--- src/rtl/calc_pkg.sv ---
// Purpose: shared calculator constants, FSM state type and BCD helpers.
// Latency: n/a (types, constants and a pure function only).
// Backpressure: n/a.
// Shared by the BCD-to-binary converter and the binary-to-BCD display block.
package calc_pkg;

    // Keypad/display code for a minus sign inside a BCD word.
    localparam logic [3:0] BCD_MINUS     = 4'hE;
    localparam logic [3:0] BCD_MAX_DIGIT = 4'h9;

    typedef enum logic [1:0] {
        IDLE = 2'd0,
        CONV = 2'd1,
        DONE = 2'd2
    } conv_state_t;

    function automatic logic is_digit(input logic [3:0] nibble);
        return (nibble <= BCD_MAX_DIGIT);
    endfunction

endpackage

--- src/rtl/bcd_mac10.sv ---
// Purpose: decimal multiply-accumulate step, acc_next = acc*10 + d.
// Latency: combinational.
// Backpressure: none; pure function of its inputs.
// Ports: acc (running value), d (decimal digit 0..9), acc_next (result).
// The x10 is built as (acc<<3)+(acc<<1) so no multiplier is inferred.
module bcd_mac10 #(
    parameter int OUT_W = 32
) (
    input  logic [OUT_W-1:0] acc,
    input  logic [3:0]       d,
    output logic [OUT_W-1:0] acc_next
);

    assign acc_next = (acc << 3) + (acc << 1) + OUT_W'(d);

endmodule

--- src/rtl/bcd_to_binary_sm_seq.sv ---
// Purpose: serial BCD (with optional minus code) to sign-magnitude and two's-complement.
// Latency: DIGITS+1 clocks from accepted start to the valid pulse.
// Backpressure: start is honoured only in IDLE; requests while busy or in DONE are dropped.
// Ports: clk/reset (sync, active-high); start + bcd in; busy, valid, binary_sm, neg,
//        binary_tc, err out. All outputs are registered and hold until the next valid.
module bcd_to_binary_sm_seq
    import calc_pkg::*;
#(
    parameter int DIGITS = 6,
    parameter int OUT_W  = 32
) (
    input  logic                clk,
    input  logic                reset,
    input  logic                start,
    input  logic [4*DIGITS-1:0] bcd,
    output logic                busy,
    output logic                valid,
    output logic [OUT_W-1:0]    binary_sm,
    output logic                neg,
    output logic [OUT_W-1:0]    binary_tc,
    output logic                err
);

    localparam int BCD_W = 4 * DIGITS;
    localparam int CNT_W = (DIGITS > 1) ? $clog2(DIGITS) : 1;

    function automatic longint unsigned pow10(input int n);
        longint unsigned p;
        p = 1;
        for (int i = 0; i < n; i++) begin
            p = p * 10;
        end
        return p;
    endfunction

    localparam longint unsigned MAX_VAL = pow10(DIGITS) - 1;

    // Largest magnitude must fit below the sign bit of the two's-complement output.
    generate
        if (DIGITS < 1 || DIGITS > 9 ||
            (OUT_W < 64 && (64'd1 << (OUT_W - 1)) <= MAX_VAL)) begin : g_param_check
            $error("bcd_to_binary_sm_seq: OUT_W too small for DIGITS, or DIGITS outside 1..9");
        end
    endgenerate

    conv_state_t        state;
    logic [BCD_W-1:0]   shreg;
    logic [CNT_W-1:0]   nib_cnt;
    logic [OUT_W-1:0]   acc;
    logic               seen_sign;
    logic               bad;

    logic [3:0]         cur_nib;
    logic [OUT_W-1:0]   mac_out;
    logic [OUT_W-1:0]   acc_nx;
    logic               seen_nx;
    logic               bad_nx;
    logic               neg_nx;

    assign cur_nib = shreg[BCD_W-1 -: 4];

    bcd_mac10 #(.OUT_W(OUT_W)) u_mac10 (
        .acc      (acc),
        .d        (cur_nib),
        .acc_next (mac_out)
    );

    // Per-nibble update. The first minus restarts the magnitude field, so any
    // digits or garbage to its left are forgotten.
    always_comb begin
        acc_nx  = acc;
        seen_nx = seen_sign;
        bad_nx  = bad;
        if (cur_nib == BCD_MINUS && !seen_sign) begin
            seen_nx = 1'b1;
            acc_nx  = '0;
            bad_nx  = 1'b0;
        end else if (is_digit(cur_nib)) begin
            acc_nx  = mac_out;
        end else begin
            bad_nx  = 1'b1;
        end
    end

    // -0 is reported as +0.
    assign neg_nx = seen_nx && (acc_nx != '0);

    always_ff @(posedge clk) begin
        if (reset) begin
            state     <= IDLE;
            shreg     <= '0;
            nib_cnt   <= '0;
            acc       <= '0;
            seen_sign <= 1'b0;
            bad       <= 1'b0;
            busy      <= 1'b0;
            valid     <= 1'b0;
            binary_sm <= '0;
            binary_tc <= '0;
            neg       <= 1'b0;
            err       <= 1'b0;
        end else begin
            valid <= 1'b0;
            case (state)
                IDLE: begin
                    if (start) begin
                        shreg     <= bcd;
                        acc       <= '0;
                        seen_sign <= 1'b0;
                        bad       <= 1'b0;
                        nib_cnt   <= CNT_W'(DIGITS - 1);
                        busy      <= 1'b1;
                        state     <= CONV;
                    end
                end
                CONV: begin
                    acc       <= acc_nx;
                    seen_sign <= seen_nx;
                    bad       <= bad_nx;
                    shreg     <= shreg << 4;
                    if (nib_cnt == '0) begin
                        // Results are registered on the last nibble so that
                        // valid is already high during the DONE cycle.
                        busy  <= 1'b0;
                        valid <= 1'b1;
                        state <= DONE;
                        if (bad_nx) begin
                            binary_sm <= '0;
                            binary_tc <= '0;
                            neg       <= 1'b0;
                            err       <= 1'b1;
                        end else begin
                            binary_sm <= acc_nx;
                            binary_tc <= neg_nx ? ('0 - acc_nx) : acc_nx;
                            neg       <= neg_nx;
                            err       <= 1'b0;
                        end
                    end else begin
                        nib_cnt <= nib_cnt - 1'b1;
                    end
                end
                DONE: begin
                    state <= IDLE;
                end
                default: begin
                    state <= IDLE;
                    busy  <= 1'b0;
                end
            endcase
        end
    end

endmodule
--- config.mk ---
export PLATFORM = sky130hd
export DESIGN_NAME = bcd_to_binary_sm_seq
export DESIGN_NICKNAME = d
export VERILOG_FILES = /design/src/rtl/calc_pkg.sv /design/src/rtl/bcd_mac10.sv /design/src/rtl/bcd_to_binary_sm_seq.sv
export SDC_FILE = /design/constraint.sdc
export NUM_CORES = 1
export LEC_CHECK = 0
export ABC_AREA = 1
export CAP_MARGIN = 20
export CORE_MARGIN = 2
export CORE_UTILIZATION = 63
export DETAILED_ROUTE_END_ITERATION = 8
export GPL_ROUTABILITY_DRIVEN = 0
export GPL_TIMING_DRIVEN = 0
export PLACE_DENSITY = 0.88
export SYNTH_ARGS = -nofsm -noshare
export SYNTH_HDL_FRONTEND = slang
export SYNTH_SLANG_ARGS = --single-unit
--- constraint.sdc ---
create_clock -name clk -period 4.8 [get_ports clk]
set_input_delay 0.72 -clock clk [delete_from_list [all_inputs] [get_ports clk]]
set_output_delay 0.72 -clock clk [all_outputs]
set_load 0.03 [all_outputs]
Word-level counts from Yosys, hierarchy flattened:

Index checks and enable logic that the tools add are counted.

* bits in registers: 131
* output and inout bits: 68

* $add $sub $neg: 4
* order comparisons: 1
* equal/unequal tests: 6
* multiplexer cells: 27
* bitwise operators: 2
* reductions and logical operators: 13

Operator list (count)
* 2-to-1 mux 32 bit: 6
* case mux 32 bit (2 select lines): 1
* case mux 24 bit (2 select lines): 1
* adder 32 bit: 1
* adder 32 x 4 -> 32 bit: 1
* nonzero test 32 bit: 1
* subtractor 1 x 32 -> 32 bit (first input constant): 1
* 2-to-1 mux 24 bit: 1
* 2-to-1 mux 1 bit: 9
* 2-to-1 mux 3 bit: 2
* inequality test 2 bit (second input constant): 3
* case mux 3 bit (2 select lines): 1
* AND reduction 2 bit: 3
* AND reduction 3 bit: 2
* == test 4 bit (second input constant): 1
* <= comparator 4 bit (second input constant): 1
* 2-to-1 mux 2 bit: 2
* case mux 1 bit (2 select lines): 2
* case mux 2 bit (2 select lines): 1
* logical NOT 3 bit: 1
* case mux 1 bit (3 select lines): 1
* subtractor 3 x 1 -> 3 bit (second input constant): 1
* == test 2 x 1 -> 1 bit (second input constant): 1
* == test 2 bit (second input constant): 1
* 6 further kinds: 8

Depth between registers and ports, before layout:

Gate-level depths: netlist of the first run.

* depth in word-level cells: 8
* gate-level depth with buffers: 27
* depth with buffers taken out: 26

Modules after synthesis:

From an unflattened synthesis of the first run, not the netlist that was laid out.

* cells, all modules: 1481
* area, all modules: 9376.5 µm²

By module, submodules not included
* bcd_to_binary_sm_seq: times used 1, cells an instance 999, area each 6725.2 µm²
* bcd_mac10: times used 1, cells an instance 482, area each 2651.3 µm²

Worst setup path after synthesis of the first run:

No wires, ideal clock.

* path kind: register to register
* start point: register shreg[23]
* end point: register binary_tc[17]
* setup time: 132 ps
* arrival time: 3133 ps
* slack: 1535 ps
* cell stages (with the launch flop): 25
* buffers on the path: 1
* clock period less this slack: 3265 ps
* cells stage by stage: dfxtp_1 -> inv_1 -> fa_1 -> fa_1 -> inv_1 -> nand3_1 -> nand2_1 -> nand2_1 -> nand2_1 -> nand3_1 -> nand2_1 -> nand2_1 -> nand2_1 -> nand2_1 -> nand2_1 -> nand2_1 -> nor2_1 -> nand2_1 -> nor2_2 -> nand2_2 -> nand2_4 -> buf_6 -> nand2_1 -> nand3_1 -> a21oi_1

* cells in the longest elaborated chain, start to end: 7
* elaborated cells on any way between the ends: 14
* those cells by class: 2 x add/sub; 1 x order compare; 1 x eq/ne; 7 x mux; 3 x reduce/logical

Ends and longest elaborated chain
* from (decl): RTL line bcd_to_binary_sm_seq.sv:47 `logic [BCD_W-1:0] shreg;`
* from (signal assigned): RTL line bcd_to_binary_sm_seq.sv:120 `shreg <= shreg << 4;`
* parallel branches: the longest is 6 deep, another holds adder 32 x 4 -> 32 bit
* 2-to-1 mux 32 bit (*): RTL line bcd_to_binary_sm_seq.sv:127 `if (bad_nx) begin`
* to (signal assigned): RTL line bcd_to_binary_sm_seq.sv:134 `binary_tc <= neg_nx ? ('0 - acc_nx) : acc_nx;`
* to (decl): RTL line bcd_to_binary_sm_seq.sv:20 `output logic [OUT_W-1:0] binary_tc,`

Every way passes the cells marked *.
A chain may end at the register's enable or synchronous reset.

Worst setup path in the final report of the first run:

* start point: register shreg[23]
* end point: register binary_tc[31]

The elaborated chain is that of the path after synthesis.

==> run summary, run 1 <==
CTS resizes = 0
top post-synthesis cells by count = nand2_1 (585), inv_1 (222), dfxtp_1 (130), a21oi_1 (122), nand3_1 (105)
largest net degree at the start of global routing = 17
Pint = 2300 µW
Die Footprint = 15500 µm²
Slew headroom = 48.9%
max-slew violations = 0
number of global-route vias before repair = 9934
Slew @ Worst Pin = 0.767 ns
Tot Pwr = 3540 µW
Cells after Synth = 1509
# H-tree levels = 4
cell with the most instances after synthesis = nand2_1
core area = 14400 µm²
MaxCap Viol Count = 0
width of the die = 125 µm
top-level I/O count = 95
via count = 10334
WL final = 28100 µm
antenna violations before repair = 0
flops & latches, synth = 130
drt pass-1 iters = 6
hold_buf cts = 0
Distinct cells, synth = 39
sw power = 1250 µW
Yosys top cell by area = dfxtp_1
Setup Viol. Count Final = 0
Top FF cell, synth = dfxtp_1
CP startpoint kind = flip-flop
FF-to-FF path depth = 24
Clock Pin Slew Worst Setup and Hold Paths = 0.06 ns
post-route DRC violation count = 0
CTS tree = done
Die Ht = 125 µm
# diodes = 0
total track usage = 36.1%
Hold Path Class = flip-flop to flip-flop
Initial Utilization = 63.7%
Yosys top cell area share = 28.5%
post-route ant nets = 0
number of CTS-inserted buffers = 17
post-layout min period = 4.06 ns
Net Sw Frac = 35.2%
CP arrival = 4.34 ns
Seq pwr share = 33.4%
DR WL/cell = 15.5 µm
Logic pwr share = 28.4%
Fin Hold WS = 0.461 ns
clk sinks = 130
crit path capture type = flip-flop
Synth Net Count = 1599
post-DP HPWL = 21300 µm
critical path class = flip-flop to flip-flop
layout cells sized above 1 = 4.41%
synthesized cell area = 9150 µm²
worst hold path stage count = 2
fin crit share = 84.5%
ranking of synthesized cells by area = dfxtp_1 (28%), nand2_1 (24%), inv_1 (9.1%), ha_1 (8.3%), a21oi_1 (6.7%)
PwrDens = 324 nW/µm²
syn_area_per_cell = 6.06 µm²
EDFF count, synth = 0
clock share of power = 38.2%
Via density = 5.68
status = finished clean
setup_tns = 0 ns
Worst Path Max Fanout = 10
Final nets = 1711
final std cell area, no fill = 10900 µm²
DR iter-0 viols = 1189
Max Clock Freq = 247 MHz
RSZ-0062 raised after global routing = false
Worst VDD drop = 0.271 mV
Post-CTS Setup Inserts = 0
Rows = 44
Port Buffers = 93
R2R Setup Slk = 0.74 ns
WP data required = 5.08 ns
FFs w/ async S/R, synth = 0%
Leak = 0.00542 µW
worst clock skew = 0.0103 ns
register area share after synthesis = 28.5%
P&R area growth vs syn = 19.4%
fin util = 76.0%
Hold Vio Cnt, Final = 0
DP Area = 10300 µm²
Worst-Skew Late Latency = 0.43 ns
Synthesis Warnings = 0
first-pass GRT wire length = 45800 µm
root buf cell = clkbuf_16
Longest Clk Path Bufs = 2
total grt overflow = 0
-- cell type report --
class                           instances  area [µm²]
Buffer                                 57         249
Timing Repair Buffer                   93         931
Inverter                              225         847
Tap cell                              184         230
Clock inverter                         12         156
Sequential cell                       130        2600
Fill cell                            1133        3450
Clock buffer                           20         457
Multi-Input combinational cell       1097        5450
-- sequential cells by signal (all words and copies together), names as in the netlist --
signal     flops
state          2
valid          1
binary_tc     31
bad            1
seen_sign      1
busy           1
acc           32
err            1
nib_cnt        3
shreg         24
binary_sm     32
neg            1
-- routing by layer --
| metal | track usage (%) | vias up | routed length, µm |
|---|---|---|---|
| met1 | 40.9 | 4645 | 10600 |
| met5 | 0 | - | 0 |
| li1 | - | 4957 | - |
| met2 | 63.5 | 589 | 13600 |
| met4 | 20.2 | 0 | 1450 |
| met3 | 6.83 | 143 | 2450 |
-- through the flow --
stage / std cells / setup slack [ns]
4_1_cts: 1818 / 0.855
6_report: 1818 / 0.744
3_3_place_gp: 1786 / 1.01
5_1_grt: 1818 / 0.362
2_1_floorplan: 1509 / 1.54
3_5_place_dp: 1786 / 0.902
-- power by group through the flow --
stage | sequential (µW) | clock, µW | combinational [µW]
final | 1190 | 1350 | 1000
after global routing | 1190 | 1390 | 1100
after CTS | 1180 | 1340 | 978
after detailed placement | 1200 | 0 | 961
after global placement | 1200 | 0 | 938
after floorplan | 1230 | 0 | 671
-- final timing paths --
| kind | start | end |
|---|---|---|
| setup / recovery | shreg[23] | binary_tc[31] |
| hold / removal | binary_sm[18] | binary_sm[18] |
| setup reg to reg | shreg[23] | binary_tc[31] |
| hold reg to reg | binary_sm[18] | binary_sm[18] |
-- cells in the final DEF, fill, tap and decap left out, drive strengths merged, types with 5 or more instances in the layout --
| cell | netlist | routed |
|---|---|---|
| nand4 | 13 | 13 |
| a21oi | 122 | 122 |
| nor2 | 77 | 77 |
| nand2 | 595 | 595 |
| nand3 | 110 | 110 |
| buf | 18 | 18 |
| clkdlybuf4s50 | 0 | 93 |
| xor2 | 20 | 20 |
| nor3 | 5 | 5 |
| ha | 61 | 61 |
| inv | 225 | 226 |
| dfxtp | 130 | 130 |
| a31oi | 21 | 21 |
| o21ai | 58 | 58 |
| clkbuf | 39 | 59 |
-- worst max-delay path, cell delays in order (launching register included) --
cell,delay (ns)
dfxtp_1,0.39
inv_1,0.08
fa_1,0.53
fa_1,0.48
inv_1,0.10
nand3_1,0.08
nand2_1,0.15
nand2_1,0.09
nand2_1,0.17
nand3_1,0.12
nand2_1,0.10
nand2_1,0.05
nand2_1,0.06
nand2_1,0.14
nand2_1,0.18
nand2_1,0.10
nor2_1,0.15
nand2_1,0.10
nor2_2,0.12
nand2_2,0.14
nand2_4,0.16
buf_6,0.16
nand2_1,0.07
nand3_1,0.12
a21oi_1,0.07
-- logic make-up (layout without fill, tap and decap cells) --
| group | after synthesis | after routing | share of synthesized area, % |
|---|---|---|---|
| simple gates | 808 | 808 | 37.1 |
| flops | 130 | 130 | 28.5 |
| fa+ha+maj | 63 | 63 | 8.78 |
| compound gates | 206 | 206 | 11.7 |
| xor+xnor | 20 | 20 | 1.91 |
| buf+inv | 282 | 407 | 12.0 |
(Power assumes the default switching activity.)
==> inputs of run 2 (changes only) <==
Settings changed: CORE_UTILIZATION 63 to 58, PLACE_DENSITY 0.88 to 0.82.
Clock period 4.8 ns to 4 ns, I/O delays scaled along.
==> run 2 against run 1 <==
  * Final cell count up 1.6%
  * Design area up 0.44%
  * Clock power up 9.6%
  * Sequential share of layout area down 0.081 points
  * Clock skew down 0.0017 ns
  * Die area up 8.3%
  * Critical endpoint is now binary_tc[20]
==> run summary, run 2 (synthesis results as in run 1) <==
fin crit share = 94.1% (was 84.5%)
biggest regs = acc (32), binary_sm (32), binary_tc (31) (unchanged)
core area = 15300 µm² (was 14400 µm²)
R2R Setup Slk = 0.24 ns (was 0.74 ns)
CP startpoint kind = flip-flop (unchanged)
CTS tree = done (unchanged)
RR Endpoint = binary_tc[20] (was binary_tc[31])
Layout Cells excl Fill = 1847 (was 1818)
# H-tree levels = 4 (unchanged)
total track usage = 33.7% (was 36.1%)
root buf cell = clkbuf_16 (unchanged)
MaxCap Viol Count = 0 (unchanged)
Hold Vio Cnt, Final = 0 (unchanged)
Die Ht = 130 µm (was 125 µm)
Max Clock Freq = 266 MHz (was 247 MHz)
P&R area growth vs syn = 19.9% (was 19.4%)
status = finished clean (unchanged)
DR iter-0 viols = 954 (was 1189)
PwrDens = 376 nW/µm² (was 324 nW/µm²)
worst clock skew = 0.00864 ns (was 0.0103 ns)
sw power = 1470 µW (was 1250 µW)
largest net degree at the start of global routing = 17 (unchanged)
most common cell after layout, fill and taps aside = nand2_1 (unchanged)
CP arrival = 4.05 ns (was 4.34 ns)
# diodes = 0 (unchanged)
max-slew violations = 0 (unchanged)
post-route DRC violation count = 0 (unchanged)
clock share of power = 35.9% (was 38.2%)
crit path capture type = flip-flop (unchanged)
hold_buf cts = 0 (unchanged)
CP Cell Sequence = inv_1 -> fa_1 -> fa_2 -> inv_1 -> nand3_1 -> nand2_2 -> nand2_1 -> nand2_1 -> nand2_1 -> nand4_1 -> nand3_1 -> nand2_1 -> nand2_1 -> inv_1 -> nand2_1 -> nor2_1 -> nand2_4 -> nand2_4 -> buf_6 -> nand2_1 -> nand3_1 -> a21oi_1 (was inv_1 -> fa_1 -> fa_1 -> inv_1 -> nand3_1 -> nand2_1 -> nand2_1 -> nand2_1 -> nand3_1 -> nand2_1 -> nand2_1 -> nand2_1 -> nand2_1 -> nand2_1 -> nand2_1 -> nor2_1 -> nand2_1 -> nor2_2 -> nand2_2 -> nand2_4 -> buf_6 -> nand2_1 -> nand3_1 -> a21oi_1)
hold path start = binary_sm[20] (was binary_sm[18])
Final nets = 1713 (was 1711)
critical path class = flip-flop to flip-flop (unchanged)
slowest stage delay, CP = 0.51 ns (was 0.53 ns)
Hold Path Class = flip-flop to flip-flop (unchanged)
DR WL/cell = 15.1 µm (was 15.5 µm)
width of the die = 130 µm (was 125 µm)
worst hold path stage count = 2 (unchanged)
origin of the critical flop-to-flop path = shreg[23] (unchanged)
Longest Clk Path Bufs = 2 (unchanged)
via count = 10069 (was 10334)
footprint of the multi-input gates = 5500 µm² (was 5450 µm²)
clk sinks = 130 (unchanged)
post-layout min period = 3.76 ns (was 4.06 ns)
Hold EP = binary_sm[20] (was binary_sm[18])
Logic pwr share = 29.6% (was 28.4%)
antenna violations before repair = 0 (unchanged)
placed insts = 1813 (was 1786)
Net Sw Frac = 35.7% (was 35.2%)
Die Footprint = 16800 µm² (was 15500 µm²)
Seq. cell area = 2610 µm² (was 2600 µm²)
WP data required = 4.29 ns (was 5.08 ns)
Via density = 5.45 (was 5.68)
Seq pwr share = 34.5% (was 33.4%)
Rows = 45 (was 44)
Clock Pin Slew Worst Setup and Hold Paths = 0.05 ns (was 0.06 ns)
Worst Path Max Fanout = 10 (unchanged)
post-route ant nets = 0 (unchanged)
Slew @ Worst Pin = 0.735 ns (was 0.767 ns)
top-level I/O count = 95 (unchanged)
number of global-route vias before repair = 9285 (was 9934)
Setup Viol. Count Final = 0 (unchanged)
drt pass-1 iters = 8 (was 6)
first-pass GRT wire length = 44700 µm (was 45800 µm)
Leak = 0.00543 µW (was 0.00542 µW)
most frequent cells in the layout = nand2_1 (579), inv_1 (222), dfxtp_1 (128) (was nand2_1 (585), inv_1 (222), dfxtp_1 (130))
Filler cells = 1296 (was 1133)
FF-to-FF path depth = 22 (was 24)
WL final = 28000 µm (was 28100 µm)
post-DP HPWL = 21600 µm (was 21300 µm)
Initial Utilization = 59.7% (was 63.7%)
CP most frequent cell = nand2_1 (unchanged)
total grt overflow = 0 (unchanged)
Pint = 2650 µW (was 2300 µW)
number of CTS-inserted buffers = 17 (unchanged)
Slew headroom = 50.8% (was 48.9%)
Port Buffers = 93 (unchanged)
layout cells sized above 1 = 5.07% (was 4.41%)
Tot Pwr = 4130 µW (was 3540 µW)
Worst-Skew Late Latency = 0.42 ns (was 0.43 ns)
slowest cell on the critical path = fa_1 (unchanged)
Worst VDD drop = 0.332 mV (was 0.271 mV)
run 2: worst max-delay path: cells and delay by family, from the launching register on:
family | cells | cell delay (ns)
buffers and inverters | 4 | 0.39
AO/OA/AOI/OAI | 1 | 0.07
flip-flops | 1 | 0.38
adder cells (fa/ha/maj) | 2 | 0.94
AND/OR/NAND/NOR | 15 | 1.84
run 2: cell type report:
type                            count  share of cell area (%)
Inverter                          225                    7.72
Clock buffer                       24                    4.39
Multi-Input combinational cell   1098                    50.1
Buffer                             57                    2.32
Sequential cell                   130                    23.7
Timing Repair Buffer               94                    8.55
Tap cell                          211                    2.41
Clock inverter                      8                   0.719
run 2: power groups by stage:
stage	logic, µW	registers [µW]	clock network, µW
final	1220	1420	1480
after global routing	1340	1430	1530
after CTS	1170	1420	1470
after detailed placement	1160	1450	0
after global placement	1140	1450	0
after floorplan	805	1480	0
run 2: worst max path at each step:
stage	startpoint	endpoint	slack (ns)	depth (start not counted)
2_1_floorplan	shreg[23]	binary_tc[17]	0.74	24
6_report	shreg[23]	binary_tc[20]	0.24	22
5_1_grt	acc[2]	binary_tc[15]	-0.008	23
3_3_place_gp	shreg[23]	binary_tc[20]	0.08	24
3_5_place_dp	shreg[23]	binary_tc[20]	0.05	24
4_1_cts	shreg[23]	binary_tc[20]	0.02	24
run 2: stage by stage:
stage / TNS [ns] / worst slack (ns) / cell area (µm²) / hold WS [ns] / util (%)
floorplan: 0 / 0.735 / 9150 / 0.435 / -
global placement: 0 / 0.0791 / 10300 / 0.448 / 67.5
detailed placement: 0 / 0.0542 / 10300 / 0.457 / 67.5
CTS: 0 / 0.0241 / 10900 / 0.465 / 71.2
global route: -0.0130 / -0.00820 / 11000 / 0.484 / 71.6
finish: 0 / 0.237 / 11000 / 0.464 / 71.6
run 2: layer usage:
layer | track usage (%) | up-vias | share of wire (%)
met3 | 5.16 | 94 | 8.6
met2 | 55.7 | 517 | 46
met4 | 14.5 | 0 | 3.6
li1 | - | 4952 | -
met5 | 0 | - | 0
met1 | 43.7 | 4506 | 42
run 2: timing repair:
action / in CTS / in global routing
setup buffers: 0 / 1
endpoints found under the setup margin: 0 / 24
resized for setup: 0 / 18
==> inputs of run 3 (changes only) <==
Settings changed: CORE_UTILIZATION 58 to 55, PLACE_DENSITY 0.82 to 0.79, RECOVER_POWER set to 100.
==> run 3 against run 2 <==
  * Design area is 0.65% higher
  * Clock power is 14% higher
  * Via count hardly changed
  * Power is 4.6% higher
  * Combinational power hardly changed
  * Routed wire length is 1.7% lower
  * Clock-buffer cell count is 4 lower
  * Clock skew is 0.0010 ns higher
  * Fmax is 0.16% higher
  * Sequential cell count stayed put
  * Register-to-register slack hardly changed
  * Critical path type unchanged
  * Critical endpoint is now binary_tc[17]
==> run summary, run 3 (synthesis results as in run 1) <==
status = finished clean (unchanged)
fin util = 67.3% (was 71.6%)
number of global-route vias before repair = 9310 (was 9285)
Clock Pin Slew Worst Setup and Hold Paths = 0.06 ns (was 0.05 ns)
CP Buf/Inv Count = 3 (was 4)
Hold Path Class = flip-flop to flip-flop (unchanged)
CP most frequent cell = nand2_1 (unchanged)
Worst Path Max Fanout = 10 (unchanged)
slowest stage delay, CP = 0.59 ns (was 0.51 ns)
core area = 16400 µm² (was 15300 µm²)
DR iter-0 viols = 924 (was 954)
Leak = 0.00570 µW (was 0.00543 µW)
fin crit share = 93.9% (was 94.1%)
CP Cell Sequence = inv_1 -> fa_1 -> inv_1 -> ha_1 -> nand3_1 -> nand2_1 -> nand2_1 -> nand2_1 -> nand2_1 -> nand3_1 -> nand2_2 -> nand2_1 -> nor2_2 -> nand2_2 -> nor2_4 -> nand3_4 -> nor2_4 -> nand2_4 -> nand2_4 -> clkbuf_4 -> nand2_1 -> nand3_1 -> a21oi_1 (was inv_1 -> fa_1 -> fa_2 -> inv_1 -> nand3_1 -> nand2_2 -> nand2_1 -> nand2_1 -> nand2_1 -> nand4_1 -> nand3_1 -> nand2_1 -> nand2_1 -> inv_1 -> nand2_1 -> nor2_1 -> nand2_4 -> nand2_4 -> buf_6 -> nand2_1 -> nand3_1 -> a21oi_1)
critical path class = flip-flop to flip-flop (unchanged)
post-route ant nets = 0 (unchanged)
delay-heaviest family, CP = simple AND/OR/NAND/NOR gates (unchanged)
WP data required = 4.29 ns (about the same)
# H-tree levels = 4 (unchanged)
total track usage = 31.5% (was 33.7%)
root buf cell = clkbuf_16 (unchanged)
top-level I/O count = 95 (unchanged)
Die Ht = 133 µm (was 130 µm)
Worst-Skew Late Latency = 0.43 ns (was 0.42 ns)
worst clock skew = 0.00967 ns (was 0.00864 ns)
most common cell after layout, fill and taps aside = nand2_1 (unchanged)
Longest Clk Path Bufs = 2 (unchanged)
drt pass-1 iters = 6 (was 8)
DR WL/cell = 14.8 µm (was 15.1 µm)
width of the die = 133 µm (was 130 µm)
CP arrival = 4.05 ns (about the same)
post-route DRC violation count = 0 (unchanged)
number of CTS-inserted buffers = 17 (unchanged)
Rows = 47 (was 45)
antenna violations before repair = 0 (unchanged)
placed insts = 1822 (was 1813)
first-pass GRT wire length = 44600 µm (was 44700 µm)
clk sinks = 130 (unchanged)
Max Clock Freq = 266 MHz (about the same)
largest net degree at the start of global routing = 17 (unchanged)
MaxCap Viol Count = 0 (unchanged)
Via density = 5.42 (was 5.45)
Worst VDD drop = 0.363 mV (was 0.332 mV)
total grt overflow = 0 (unchanged)
Filler cells = 1478 (was 1296)
post-DP HPWL = 21200 µm (was 21600 µm)
Slew @ Worst Pin = 0.849 ns (was 0.735 ns)
FF-to-FF path depth = 23 (was 22)
max-slew violations = 0 (unchanged)
R2R Setup Slk = 0.24 ns (about the same)
crit path capture type = flip-flop (unchanged)
post-layout min period = 3.76 ns (about the same)
RR Endpoint = binary_tc[17] (was binary_tc[20])
Critical Path Sink = binary_tc[17] (was binary_tc[20])
setup_tns = 0 ns (unchanged)
WP depth = 23 (was 22)
Layout Cells excl Fill = 1857 (was 1847)
P&R area growth vs syn = 20.7% (was 19.9%)
origin of the critical flop-to-flop path = shreg[23] (unchanged)
CTS tree = done (unchanged)
CP startpoint kind = flip-flop (unchanged)
Slew headroom = 43.1% (was 50.8%)
Port Buffers = 93 (unchanged)
Die Footprint = 17700 µm² (was 16800 µm²)
Final nets = 1714 (was 1713)
Hold Vio Cnt, Final = 0 (unchanged)
Initial Utilization = 55.8% (was 59.7%)
via count = 10062 (was 10069)
crit path launch = shreg[23] (unchanged)
# diodes = 0 (unchanged)
layout cells sized above 1 = 5.13% (was 5.07%)
PwrDens = 391 nW/µm² (was 376 nW/µm²)
most frequent cells in the layout = nand2_1 (580), inv_1 (223), dfxtp_1 (127) (was nand2_1 (579), inv_1 (222), dfxtp_1 (128))
biggest regs = acc (32), binary_sm (32), binary_tc (31) (unchanged)
Setup Viol. Count Final = 0 (unchanged)
slowest cell on the critical path = fa_1 (unchanged)
WL final = 27500 µm (was 28000 µm)
run 3: cell types whose count changed in the layout (fill, tap and decap cells not counted), moves of 2 or more:
cell,before,now
inv_2,2,0
nand2_2,10,8
bufinv_16,1,4
clkbuf_2,0,2
buf_1,7,4
dlygate4sd3_1,0,69
clkdlybuf4s50_1,93,24
run 3: how the worst min path moves through the flow:
stage,startpoint,endpoint,slack (ns),cells after the start
after global routing,binary_sm[16],binary_sm[16],0.48,2
after detailed placement,binary_sm[19],binary_sm[19],0.46,2
final,binary_tc[23],binary_tc[23],0.46,2
after floorplan,nib_cnt[2],nib_cnt[2],0.44,2
after global placement,bad,bad,0.45,2
after CTS,binary_sm[19],binary_sm[19],0.46,2
run 3: metrics by stage:
step                hold slack (ns)  power (µW)  worst slack, ns  area [µm²]
global route                  0.482        4510         -0.00166       11000
detailed placement            0.455        2600           0.0864       10400
global placement              0.449        2580            0.156       10400
CTS                           0.464        4270           0.0394       11000
floorplan                     0.435        2280            0.735        9150
finish                        0.459        4320            0.243       11000
run 3: power breakdown:
| part | leakage, µW | internal (µW) | switching, µW |
|---|---|---|---|
| clock | 0.000307 | 1080 | 613 |
| combinational | 0.00434 | 375 | 833 |
| sequential | 0.00106 | 1370 | 50.2 |
run 3: worst reg2reg max path, cell delays in order (launching register included):
cell and delay [ns]:
dfxtp_2 0.35, inv_1 0.06, fa_1 0.59, inv_1 0.06, ha_1 0.32, nand3_1 0.12
nand2_1 0.15, nand2_1 0.11, nand2_1 0.11, nand2_1 0.08, nand3_1 0.07, nand2_2 0.12
nand2_1 0.09, nor2_2 0.14, nand2_2 0.10, nor2_4 0.14, nand3_4 0.12, nor2_4 0.16
nand2_4 0.11, nand2_4 0.14, clkbuf_4 0.22, nand2_1 0.07, nand3_1 0.12, a21oi_1 0.08
run 3: layout make-up:
| type | count | area (µm²) | share of cell area (%) |
|---|---|---|---|
| Sequential cell | 130 | 2610 | 23.6 |
| Clock buffer | 20 | 457 | 4.14 |
| Buffer | 57 | 245 | 2.22 |
| Tap cell | 220 | 275 | 2.49 |
| Timing Repair Buffer | 96 | 953 | 8.64 |
| Multi-Input combinational cell | 1097 | 5480 | 49.6 |
| Clock inverter | 12 | 180 | 1.63 |
| Inverter | 225 | 847 | 7.67 |
run 3: timing repair:
| item | CTS | global route |
|---|---|---|
| resized for setup | 0 | 18 |
| endpoints found under the setup margin | 0 | 24 |
| hold buffers | 0 | 0 |
| setup buffers | 0 | 3 |
run 3: per-layer routing:
layer	vias up	GRT usage, %	share of wire, %
met3	96	6.25	7.2
met4	0	13.6	3.7
met1	4552	36.7	40
met5	-	0	0
li1	4957	-	-
met2	457	56.0	49
==> RTL edit 1 (flow settings as in run 3) <==
The parameter `DIGITS` goes from 6 to 3.
--- a/src/rtl/bcd_to_binary_sm_seq.sv
+++ b/src/rtl/bcd_to_binary_sm_seq.sv
@@ -7,5 +7,5 @@
     import calc_pkg::*;
 #(
-    parameter int DIGITS = 6,
+    parameter int DIGITS = 3,
     parameter int OUT_W  = 32
 ) (
Ports: changed (resized bcd); port bits go from 95 to 83. No check against the original RTL was run, so the function may have changed too.
==> RTL edit 1 against run 3 <==
Count of clock-buffer cells in the layout decreased by 1. Critical path type unchanged. Sequential cell count shrank 13. Synthesized area fell by 3.7%. Clock skew rose by 0.0014 ns. Routed wire length down 4.8%. Design area decreased by 4.9%. Power down 7.7%. Worst setup slack improved by 0.014 ns.
==> RTL edit 1: results (changes against run 3) <==
* CTS resizes at 0 (unchanged)
* Ys Warns at 0 (unchanged)
* Top Registers: acc: 32 flops, binary_sm: 32 flops, binary_tc: 31 flops
* CP arrival at 4.03 ns (-0.02 ns)
* First DRT Iteration DRCs at 1003 (+8.5%)
* Post-synth top cells: 559 x nand2_1, 218 x inv_1, 117 x dfxtp_1, 111 x a21oi_1, 102 x nand3_1
* Skew final at 0.01110 ns (+0.001429 ns)
* Vias per cell at 5.379 (-0.72%)
* Distinct cells, synth at 40 (+2.6%)
* DR pass1 iterations at 8 (+2)
* Vias in the first global route at 8558 (-8.1%)
* Worst slew margin at 0.5201 (+0.08877)
* Hold path startpoint: binary_tc[20]
* Number of port buffers at 82 (-12%)
* Crit path largest cell delay at 0.40 ns (-0.19 ns)
* Peak supply drop at 0.0003861 V (+6.3%)
* Initial antenna violation count at 0 (unchanged)
* CTS Root Buffer Type: clkbuf_16
* Top cells by area, synth: dfxtp_1 27%, nand2_1 24%, inv_1 9.3%
* Largest net degree at the start of global routing at 17 (unchanged)
* Fill cell count at 1464 (-0.95%)
* CP delay by family, top: simple AND/OR/NAND/NOR gates
* Sw Pwr at 1.360 mW (-9.1%)
* Routed wire length at 26170 um (-4.8%)
* DP Area at 9903 sq um (-4.4%)
* Worst-skew pair later-pin latency at 0.43 ns (about the same)
* Avg Cell Area, Syn at 6.065 sq um (about the same)
* CTS H-tree depth at 4 (unchanged)
* Critical path class: reg2reg
* DP Worst Slack at 0.2254 ns (+0.1390 ns)
* Post-synthesis sequential area ratio at 0.2658 (-0.01871)
* Share of layout cells above drive strength 1 at 0.06318 (+0.01186)
* CTS tree: yes
* Syn nets at 1530 (-4.3%)
* Deepest clock path buffer count at 2 (unchanged)
* Post-CTS Setup Bufs at 0 (unchanged)
* First-pass GRT wire length at 41170 um (-7.8%)
* ANT cells at 0 (unchanged)
* Critical-path top delay cell: dfxtp_1
* Status: finished clean
* Detailed Place HPWL at 20580 um (-2.8%)
* Clock Power Share at 0.421 (+0.029)
* Post-layout nets at 1631 (-4.8%)
* Combinational Power Share at 0.264 (-0.016)
* Total CTS buffers at 17 (unchanged)
* RR Startpoint: acc[0]
* Hold crit path type: reg2reg
* CTS clock-pin slew for the worst setup and hold paths at 0.06 ns (about the same)
* Pleak at 5.522 nW (-3.1%)
* Post-route non-filler standard cell count at 1783 (-4.0%)
* Total track usage at 0.3067 (-0.008155)
* CP max FO at 10 (unchanged)
## RTL edit 1: worst min-delay path, stage by stage (launching register included)
cell and delay, ns:
dfxtp_1 0.30, nand2_1 0.06, a21oi_1 0.05
## RTL edit 1: metrics by stage
step / power, mW / hold slack (ns)
finish: 3.985 / 0.4599
global route: 4.137 / 0.4792
CTS: 3.971 / 0.4615
detailed placement: 2.315 / 0.4544
global placement: 2.298 / 0.4459
floorplan: 2.045 / 0.4263
## RTL edit 1: area by class of cell
| class | instances | area (sq um) | area share |
|---|---|---|---|
| Buffer | 50 | 250.2 | 0.02383 |
| Clock buffer | 19 | 452.9 | 0.04313 |
| Timing Repair Buffer | 82 | 820.8 | 0.07816 |
| Clock inverter | 13 | 195.2 | 0.01859 |
| Sequential cell | 117 | 2345 | 0.2233 |
| Multi-Input combinational cell | 1056 | 5303 | 0.5049 |
| Inverter | 230 | 864.6 | 0.08233 |
| Tap cell | 216 | 270.3 | 0.02574 |
## RTL edit 1: path summary, 6_finish.rpt
kind | to | slack [ns] | depth (start not counted)
setup / recovery | binary_tc[15] | 0.26 | 25
hold / removal | binary_tc[20] | 0.46 | 2
setup reg to reg | binary_tc[15] | 0.26 | 25
hold reg to reg | binary_tc[20] | 0.46 | 2
## RTL edit 1: layer usage
metal,global-route usage,share of wire,vias up
li1,-,-,4736
met1,0.3907,0.42,4369
met2,0.5309,0.48,416
met3,0.04682,0.072,70
met4,0.1045,0.029,0
met5,0,0,-
## RTL edit 1: kinds of logic after synthesis
group | count (synthesis) | share of synthesized area
xor gates and xnor gates | 22 | 0.02187
AOI/OAI and AO/OA | 173 | 0.1048
adders and majority gates | 62 | 0.08973
buffers and inverters | 280 | 0.1279
DFF | 117 | 0.2658
and+or+nand+nor | 799 | 0.3899
==> RTL edit 2 (flow settings as in run 3) <==
Made on the original files. Register the inputs `start` and `bcd` before use. The logic sees them one clock later. Comments in the files are not updated.
--- a/src/rtl/bcd_to_binary_sm_seq.sv
+++ b/src/rtl/bcd_to_binary_sm_seq.sv
@@ -24,4 +24,12 @@
     localparam int BCD_W = 4 * DIGITS;
     localparam int CNT_W = (DIGITS > 1) ? $clog2(DIGITS) : 1;
+
+    logic start_q;
+    logic [4*DIGITS-1:0] bcd_q;
+
+    always_ff @(posedge clk) begin
+        start_q <= start;
+        bcd_q   <= bcd;
+    end
 
     function automatic longint unsigned pow10(input int n);
@@ -104,6 +112,6 @@
             case (state)
                 IDLE: begin
-                    if (start) begin
-                        shreg     <= bcd;
+                    if (start_q) begin
+                        shreg     <= bcd_q;
                         acc       <= '0;
                         seen_sign <= 1'b0;
Behaviour: not the same (a bounded check fails within 4 cycles, from zero or initial values and one cycle with reset high).
==> RTL edit 2 against run 3 <==
Design area is 5.2% higher. Synthesized cell count grew 3.4%. Via count grew 2.8%. Die area is 6.3% higher. Power rose by 2.2%. First-iteration DRC count rose by 24%. Synthesized area increased by 6.5%. Sequential cell count is 25 higher. Worst hold slack got worse by 0.0028 ns. Worst setup slack got worse by 0.099 ns. Sequential share of layout area rose by 3.2 points. Fmax is 2.6% lower. Global-route usage is 0.74 points lower. Highest routed layer unchanged. Critical path type unchanged. Routed wire length grew 3.3%.
==> RTL edit 2: results (changes against run 3) <==
* Detailed Place HPWL at 21880 um (+3.4%)
* First DRT Iteration DRCs at 1147 (+24%)
* First-pass GRT wire length at 45210 um (+1.3%)
* Avg Cell Area, Syn at 6.243 sq um (+3.0%)
* Crit path largest cell delay at 0.52 ns (-0.07 ns)
* Synthesized-area fraction occupied by adder cells at 0.08248 (-0.005336)
* Vias in the first global route at 9707 (+4.3%)
* CP arrival at 4.23 ns (+0.18 ns)
* Skew final at 0.01165 ns (+0.001971 ns)
* Worst-skew pair later-pin latency at about 0.44 ns
* Fill cell count at 1542 (+4.3%)
* Worst slew margin at 0.4916 (+0.06020)
* Vias per cell at 5.399 (-0.35%)
* Combinational Power Share at 0.253 (-0.027)
* Sw Pwr at 1.595 mW (+6.5%)
* CTS clock-pin slew for the worst setup and hold paths at roughly 0.07 ns
* Pleak at 6.017 nW (+5.5%)
* Ys Warns at 0 (unchanged)
* Syn nets at 1650 (+3.2%)
* DP Worst Slack at 0.02679 ns (-0.05961 ns)
* DP Area at 10950 sq um (+5.8%)
* Largest net degree at the start of global routing at 19 (+2)
* Post-layout nets at 1767 (+3.1%)
* Post-route setup slack at 0.1442 ns (-0.09902 ns)
* Share of layout cells above drive strength 1 at 0.06154 (+0.01023)
* Fmax at 259.3 MHz (-2.6%)
* Peak supply drop at 0.0003653 V (+0.57%)
* Compound-Gate Fraction of Synth Area at 0.1119 (-0.005598)
* Top cells by area, synth: dfxtp_1 32%, nand2_1 21%, inv_1 9.3%
* Clk pwr at 1.61 mW (-5%)
* Status: finished clean
* Post-synthesis sequential area ratio at 0.3186 (+0.03410)
* Sequential cell area at 3112 sq um (+19%)
* Routed wire length at 28410 um (+3.3%)
* Post-synth top cells: 557 x nand2_1, 242 x inv_1, 155 x dfxtp_1, 106 x nand3_1, 104 x a21oi_1
* Routed wire length per instance at 14.84 um (+0.20%)
* Mux cell area share after synthesis at 0 (unchanged)
* Total track usage at 0.3075 (-0.007353)
RTL edit 2: changes by cell type after synthesis, moves of 4 or more:
cell / before / now
dfxtp_1: 130 / 155
nand2_1: 585 / 557
nand4_1: 12 / 16
o21ai_1: 2 / 6
a21oi_1: 122 / 104
nor2_1: 71 / 94
nor2_2: 2 / 9
inv_1: 222 / 242
xor2_1: 20 / 11
nand2_2: 4 / 8
nand2_4: 6 / 2
inv_2: 2 / 11
RTL edit 2: metal layers:
layer	GRT usage	vias to the layer above	part of all wire
li1	-	5116	-
met1	0.3829	4668	0.41
met2	0.5243	466	0.48
met3	0.04630	90	0.076
met4	0.1369	0	0.036
met5	0	-	0
RTL edit 2: cells by family after synthesis:
logic type / after synthesis
xor+xnor: 12
buf+inv: 309
flops: 155
fa+ha+maj: 63
simple gates: 818
compound gates: 203
RTL edit 2: area by class of cell:
type,count,share of cell area
multi-input cells,1096,0.4688
well taps,225,0.02424
clock buffers,17,0.03663
inverters,253,0.08177
clock inverters,15,0.01465
flip-flops and latches,155,0.2679
repair buffers,98,0.08306
plain buffers,56,0.02295
RTL edit 2: final timing paths:
path | startpoint | endpoint | slack [ns] | cells after the start
worst max-delay path | acc[0] | binary_tc[15] | 0.14 | 21
worst min-delay path | bcd_q[22] | shreg[22] | 0.46 | 2
worst max register to register | acc[0] | binary_tc[15] | 0.14 | 21
worst min register to register | bcd_q[22] | shreg[22] | 0.46 | 2
RTL edit 2: what timing repair did:
action                                  CTS  global route
gates resized for setup                   2            16
pin swaps                                 0             5
endpoints found under the setup margin    5            26
buffers inserted                          0             5
